===== src/rtl/store_unit_ctrl.sv =====
// Store-side control stage: accepts issued stores, aligns data/byte enables,
// requests DTLB translation and pushes into the store buffer.
// Optional misalignment check enabled by defining STORE_UNIT_MISALIGN_CHECK_EN.
module store_unit_ctrl #(
    parameter int unsigned TRANS_ID_BITS = 3
) (
    input  logic                     clk_i,
    input  logic                     rst_ni,
    input  logic                     flush_i,
    input  logic                     valid_i,
    input  logic [63:0]              vaddr_i,
    input  logic [63:0]              data_i,
    input  logic [1:0]               size_i,
    input  logic [TRANS_ID_BITS-1:0] trans_id_i,
    output logic                     pop_st_o,
    output logic                     translation_req_o,
    output logic [63:0]              vaddr_o,
    input  logic                     dtlb_hit_i,
    input  logic [63:0]              paddr_i,
    input  logic                     ex_i,
    input  logic                     st_ready_i,
    output logic                     st_valid_o,
    output logic                     st_valid_without_flush_o,
    output logic [63:0]              st_paddr_o,
    output logic [63:0]              st_data_o,
    output logic [7:0]               st_be_o,
    output logic [1:0]               st_size_o,
    output logic                     valid_o,
    output logic [TRANS_ID_BITS-1:0] trans_id_o,
    output logic                     ex_valid_o,
    output logic                     ex_misaligned_o
);

    typedef enum logic [1:0] {
        IDLE             = 2'd0,
        VALID_STORE      = 2'd1,
        WAIT_STORE_READY = 2'd2
    } state_e;

    function automatic logic [7:0] be_gen(input logic [1:0] size, input logic [2:0] off);
        logic [7:0] ones;
        case (size)
            2'd0:    ones = 8'h01;
            2'd1:    ones = 8'h03;
            2'd2:    ones = 8'h0F;
            default: ones = 8'hFF;
        endcase
        return ones << off;
    endfunction

    // Upper half of the doubled word shifted left is the byte rotation.
    function automatic logic [63:0] rotl_bytes(input logic [63:0] d, input logic [2:0] off);
        logic [127:0] w;
        w = {d, d} << {off, 3'b000};
        return w[127:64];
    endfunction

`ifdef STORE_UNIT_MISALIGN_CHECK_EN
    function automatic logic misaligned(input logic [1:0] size, input logic [2:0] off);
        case (size)
            2'd1:    return off[0] != 1'b0;
            2'd2:    return off[1:0] != 2'b00;
            2'd3:    return off != 3'b000;
            default: return 1'b0;
        endcase
    endfunction
`endif

    state_e                   state_q, state_d;
    logic [63:0]              vaddr_q, vaddr_d, data_q, data_d, paddr_q, paddr_d;
    logic [7:0]               be_q, be_d;
    logic [1:0]               size_q, size_d;
    logic [TRANS_ID_BITS-1:0] id_q, id_d, trans_id_q, trans_id_d;
    logic                     mis_q, mis_d;
    logic                     valid_q, valid_d, ex_valid_q, ex_valid_d, ex_mis_q, ex_mis_d;
    logic                     mis_in_s, hit_s, fault_s, push_s, mis_res_s, resolve_s, accept_s;

`ifdef STORE_UNIT_MISALIGN_CHECK_EN
    assign mis_in_s = misaligned(size_i, vaddr_i[2:0]);
`else
    assign mis_in_s = 1'b0;
`endif

    // Resolve/accept decode, store-buffer handshake and next-state computation.
    always_comb begin
        translation_req_o = (state_q == VALID_STORE) && !mis_q;
        hit_s     = translation_req_o && dtlb_hit_i;
        fault_s   = hit_s && ex_i;
        push_s    = (hit_s && !ex_i && st_ready_i) ||
                    ((state_q == WAIT_STORE_READY) && st_ready_i);
        mis_res_s = (state_q == VALID_STORE) && mis_q;
        resolve_s = fault_s || push_s || mis_res_s;
        accept_s  = valid_i && !flush_i && ((state_q == IDLE) || resolve_s);

        pop_st_o                 = accept_s;
        st_valid_without_flush_o = push_s;
        st_valid_o               = push_s && !flush_i;
        st_paddr_o               = (state_q == WAIT_STORE_READY) ? paddr_q : paddr_i;
        vaddr_o                  = vaddr_q;
        st_data_o                = data_q;
        st_be_o                  = be_q;
        st_size_o                = size_q;

        vaddr_d = vaddr_q;
        data_d  = data_q;
        be_d    = be_q;
        size_d  = size_q;
        id_d    = id_q;
        mis_d   = mis_q;
        if (accept_s) begin
            vaddr_d = vaddr_i;
            data_d  = rotl_bytes(data_i, vaddr_i[2:0]);
            be_d    = be_gen(size_i, vaddr_i[2:0]);
            size_d  = size_i;
            id_d    = trans_id_i;
            mis_d   = mis_in_s;
        end else begin
            mis_d   = mis_q;
        end

        paddr_d = (hit_s && !ex_i && !st_ready_i) ? paddr_i : paddr_q;

        // A flush suppresses the in-flight result; an already registered one still shows.
        valid_d    = resolve_s && !flush_i;
        ex_valid_d = (fault_s || mis_res_s) && !flush_i;
        ex_mis_d   = mis_res_s && !flush_i;
        trans_id_d = resolve_s ? id_q : trans_id_q;

        if (flush_i) begin
            state_d = IDLE;
        end else if (accept_s) begin
            state_d = VALID_STORE;
        end else if (resolve_s) begin
            state_d = IDLE;
        end else if (hit_s && !ex_i && !st_ready_i) begin
            state_d = WAIT_STORE_READY;
        end else begin
            state_d = state_q;
        end
    end

    // State, latched store fields and registered scoreboard result.
    always_ff @(posedge clk_i or negedge rst_ni) begin
        if (!rst_ni) begin
            state_q    <= IDLE;
            vaddr_q    <= 64'd0;
            data_q     <= 64'd0;
            paddr_q    <= 64'd0;
            be_q       <= 8'd0;
            size_q     <= 2'd0;
            id_q       <= '0;
            mis_q      <= 1'b0;
            valid_q    <= 1'b0;
            ex_valid_q <= 1'b0;
            ex_mis_q   <= 1'b0;
            trans_id_q <= '0;
        end else begin
            state_q    <= state_d;
            vaddr_q    <= vaddr_d;
            data_q     <= data_d;
            paddr_q    <= paddr_d;
            be_q       <= be_d;
            size_q     <= size_d;
            id_q       <= id_d;
            mis_q      <= mis_d;
            valid_q    <= valid_d;
            ex_valid_q <= ex_valid_d;
            ex_mis_q   <= ex_mis_d;
            trans_id_q <= trans_id_d;
        end
    end

    assign valid_o         = valid_q;
    assign ex_valid_o      = ex_valid_q;
    assign ex_misaligned_o = ex_mis_q;
    assign trans_id_o      = trans_id_q;

endmodule


===== config.mk =====
export PLATFORM = sky130hd
export DESIGN_NAME = store_unit_ctrl
export DESIGN_NICKNAME = d
export VERILOG_FILES = /design/src/rtl/store_unit_ctrl.sv
export SDC_FILE = /design/constraint.sdc
export NUM_CORES = 1
export LEC_CHECK = 0
export ABC_CLOCK_PERIOD_IN_PS = 2100
export BUFFER_PORTS_ARGS = -buffer_cell sky130_fd_sc_hd__buf_2
export CAP_MARGIN = 20
export CORE_AREA = 2 2 161 163
export CTS_CLUSTER_SIZE = 16
export DETAILED_ROUTE_END_ITERATION = 10
export DIE_AREA = 0 0 163 165
export PLACE_DENSITY = 0.73
export SLEW_MARGIN = 0
export SYNTH_ARGS = -nofsm -noshare
export SYNTH_HDL_FRONTEND = slang
export SYNTH_SLANG_ARGS = --single-unit

===== constraint.sdc =====
create_clock -name clk_i -period 2.1 [get_ports clk_i]
set_clock_uncertainty 0.2 [all_clocks]
set_input_delay 0.42 -clock clk_i [delete_from_list [all_inputs] [get_ports clk_i]]
set_output_delay 0.42 -clock clk_i [all_outputs]
set_load 0.005 [all_outputs]

# Word-level counts from Yosys, hierarchy flattened

Index checks and enable logic that the tools add are counted.

Flip-flop bits (word level): 212
Output and inout bits: 212

Eq/ne operators: 4
Shifts and indexed selects: 2
Multiplexer cells: 7
Reduce and logical (&&, ||, !) cells: 20

Operators by type and width:

| operator             | number |
|---|---|
| $shl A128 B6 Y128    | 1 |
| $mux W64             | 1 |
| $pmux W8 S3          | 1 |
| $logic_and A1 B1 Y1  | 11 |
| $mux W2              | 4 |
| $mux W8              | 1 |
| $shl A8 B3 Y8        | 1 |
| $eq A2 B1 Y1 const B | 2 |
| $eq A2 B2 Y1 const B | 2 |
| $logic_not A2 Y1     | 2 |
| $reduce_bool A4 Y1   | 1 |
| $logic_not A1 Y1     | 3 |
| $logic_or A1 B1 Y1   | 3 |

# Longest topological paths before layout

Word-level depth: 10
Depth in mapped cells: 8
Gate-level depth less buffers: 5

# Worst setup path before layout

No wires, ideal clock.

Path type: register to output
Start point: register state_q[0]
End point: output port st_paddr_o[10]
Arrival: 1373 ps
Required time: 1480 ps
Path slack: 107 ps
Stages on the path, launching flop included: 5
Path buffers: 2
Path through: dfrtp_1 > nand2b_1 > clkbuf_1 > buf_2 > mux2_2

Word-level cells in the longest chain between the ends: 2

RTL lines:

| what                     | RTL line | RTL |
|---|---|---|
| start: declaration       | 69       | `state_e state_q, state_d;` |
| start signal: assignment | 158      | `state_q <= state_d;` |
| $eq A2 B2 Y1             | 98       | `st_paddr_o = (state_q == WAIT_STORE_READY) ? paddr_q : paddr_i;` |
| $mux W64                 | 98       |  |
| end: declaration         | 24       | `output logic [63:0] st_paddr_o,` |

No other way between the ends.

# Final worst setup path

Start point: register state_q[0]
End point: output port st_paddr_o[23]

The elaborated chain is that of the path after synthesis.

==> flow_summary.ini <==
[status]
status = complete, but fails checks
violations = negative setup slack

[worst_setup_path]
crit_arrival_ns = 1.85
required_ns = 1.48
reg2reg_to = st_data_o[42]
crit_fanout = 13
r2r.worst_path.cells = 6
crit_end = st_paddr_o[23]
r2r_slack_ns = 0.06
r2r_start = state_q[1]
critPathKind = register to output pin
crit_path_end_kind = output pin
setup.worst_path.start = state_q[0]
critPathLaunchType = register

[floorplan]
die_h_um = 165
die-area_um2 = 26900
ioPinCount = 416
num_rows = 58
start_util = 0.4423
die_width_um = 163
coreArea_um2 = 25040

[synthesis]
synth_cells = 1090
syn_area_um2 = 11070
syn_nets = 1294
yosysMostFrequentCell = nand2_1
synth_flop_cell = dfrtp_1
synth_edf_count = 0
yosysTopAreaCellShare = 0.4791
ys_seq_area_frac = 0.4791
synth_largest_area_cell = dfrtp_1
synth_warnings = 0
syn_avg_cell_area_um2 = 10.16
ys_ff_latch = 212
synthArstFlopShare = 1.000
synthTopCellsByCount = 316 x nand2_1, 212 x dfrtp_1, 164 x mux2_2, 65 x mux2i_1, 64 x a22oi_1
synth_cell_types = 32
ys_top_cells_by_area = dfrtp_1 48%, mux2_2 17%, nand2_1 11%, mux2i_1 5.9%, a22oi_1 4.3%

[worst_hold_path]
hp-class = input port to register
hold_start = size_i[0]

[global_routing]
grt_use_total = 0.2826
antenna_found_initial = 9
overflow = 0
grt_max_degree = 66
grt_pass1_wl_um = 59480
first_global_vias = 11070

[timing]
rsz0062_at_grt = yes
slew-limit-headroom = 0.6418
hold_violations = 0
fin_crit_sh = 1.176
min_period_ns = 2.470
finalMaxSlewViolations = 0
fin_ws_ns = -0.3698
fmax_ghz = 0.4049
tightest_slew_ns = 0.5223
whs_ns = 0.06625
setup_viol = 67

[power]
p_int_w = 0.009010
vdd_ir_drop_max_mv = 0.7721
p_total_w = 0.01288
power.leakage_nw = 8.243
power.density_nw_per_um2 = 790.4
p_seq_frac = 0.419
p_sw_w = 0.003865
p_comb_frac = 0.248
swShare = 0.3002
pwr-share-clk = 0.333

[placed_design]
postPlaceCellArea_um2 = 13710
portBuffers = 414
place.gp.congestion = 0.8860
hpwl_um = 26450

[clock_tree]
cts.clk_slew.worst_paths_ns = 0.06
clockRootBuffer = clkbuf_16
clk-insertion-delay-late_ns = 0.52
cts-buffers-inserted = 25
htree_levels = 1
cts_buffer_depth = 3
cts_tree = built
cts.sinks = 212

[final_layout]
fillers = 1948
syn_to_final_growth_pct = 47.11
final_nets = 1840
drive_gt1_frac = 0.4232
fin_area_um2 = 16290

[detailed_routing]
wirelength_um = 41600
drc = 0
first_pass_iters = 6
postRouteAntennaNets = 0
drtIter0Drc = 931
dr_total_vias = 10980
vias_per_cell = 5.515
post_drt_wl_per_cell_um = 20.89

[run]
drv_cap = 0
## power groups by stage
stage          combinational (W)  clock (W)  sequential (W)
2_1_floorplan            0.00137          0         0.00537
6_report                 0.00319    0.00429         0.00540
4_1_cts                  0.00304    0.00436         0.00534
3_3_place_gp             0.00274          0         0.00536
5_1_grt                  0.00347    0.00452         0.00548
3_5_place_dp             0.00282          0         0.00540
## worst min path at each step
stage	to	slack, ns	cells after the start
after CTS	st_size_o[0]	0.04	3
after global routing	st_size_o[1]	0.07	3
final	st_size_o[0]	0.07	3
after floorplan	ex_valid_o	-0.08	0
after detailed placement	id_q[1]	0.20	1
after global placement	id_q[1]	0.19	1
## area by class of cell
| class | instances | area, µm² | share of cell area |
|---|---|---|---|
| multi-input combinational | 785 | 5416 | 0.3325 |
| sequential | 212 | 5308 | 0.3258 |
| timing repair buffer | 607 | 4297 | 0.2638 |
| clock buffer | 33 | 705.7 | 0.04332 |
| tap | 330 | 412.9 | 0.02535 |
| clock inverter | 12 | 106.4 | 0.006529 |
| inverter | 5 | 26.28 | 0.001613 |
| antenna | 7 | 17.52 | 0.001075 |
## per-stage QoR
step	TNS [ns]	setup WS (ns)	utilization	cells
3_3_place_gp	-0.002934	-0.002934	0.5477	1793
2_1_floorplan	0	0.1065	-	1090
6_report	-20.96	-0.3698	0.6506	1991
3_5_place_dp	-0.02447	-0.02282	0.5477	1793
5_1_grt	-24.23	-0.4130	0.6500	1985
4_1_cts	-23.89	-0.3806	0.6367	1977
## worst max-delay path, stage by stage, from the launching register on
cell       delay (ns)
dfrtp_2          0.41
nand2b_4         0.22
clkbuf_16        0.21
mux2_2           0.35
buf_2            0.14
## cells by family after synthesis
family,count (synthesis),share of synthesized area
simple gates,369,0.1324
mux,229,0.2255
compound gates,185,0.1195
other cells,1,0.0003387
buf+inv,94,0.04305
flops,212,0.4791
## routing by layer
layer	global-route usage	wire length, µm	vias to the layer above
met4	0.1267	2054	4
li1	-	-	4978
met3	0.08589	3391	140
met2	0.5039	21300	543
met1	0.3103	14830	5316
met5	0	21	-
## cells in the final DEF (no fill, tap or decap), types with 30 or more instances in the layout
| cell type | count |
|---|---|
| dfrtp_1 | 210 |
| mux2i_1 | 65 |
| buf_2 | 402 |
| o22ai_1 | 33 |
| mux2_2 | 155 |
| a22oi_1 | 64 |
| nand2_1 | 315 |
| clkbuf_16 | 30 |
| dlygate4sd3_1 | 134 |
| a221o_1 | 32 |
## state kept, by name, indices dropped and copies added (netlist names)
register    cells
paddr_q        64
ex_valid_o      1
st_size_o       2
vaddr_o        64
st_data_o      64
state_q         2
trans_id_o      3
st_be_o         8
valid_o         1
id_q            3
## timing repair
item	CTS	global route
buffers inserted	5	0
resized for setup	11	42
cloned	0	7
setup endpoints to repair	67	154
hold endpoints to repair	183	0
hold buffers	134	0
pin swaps	2	3
No activity file was read; power rests on OpenSTA's default activity.
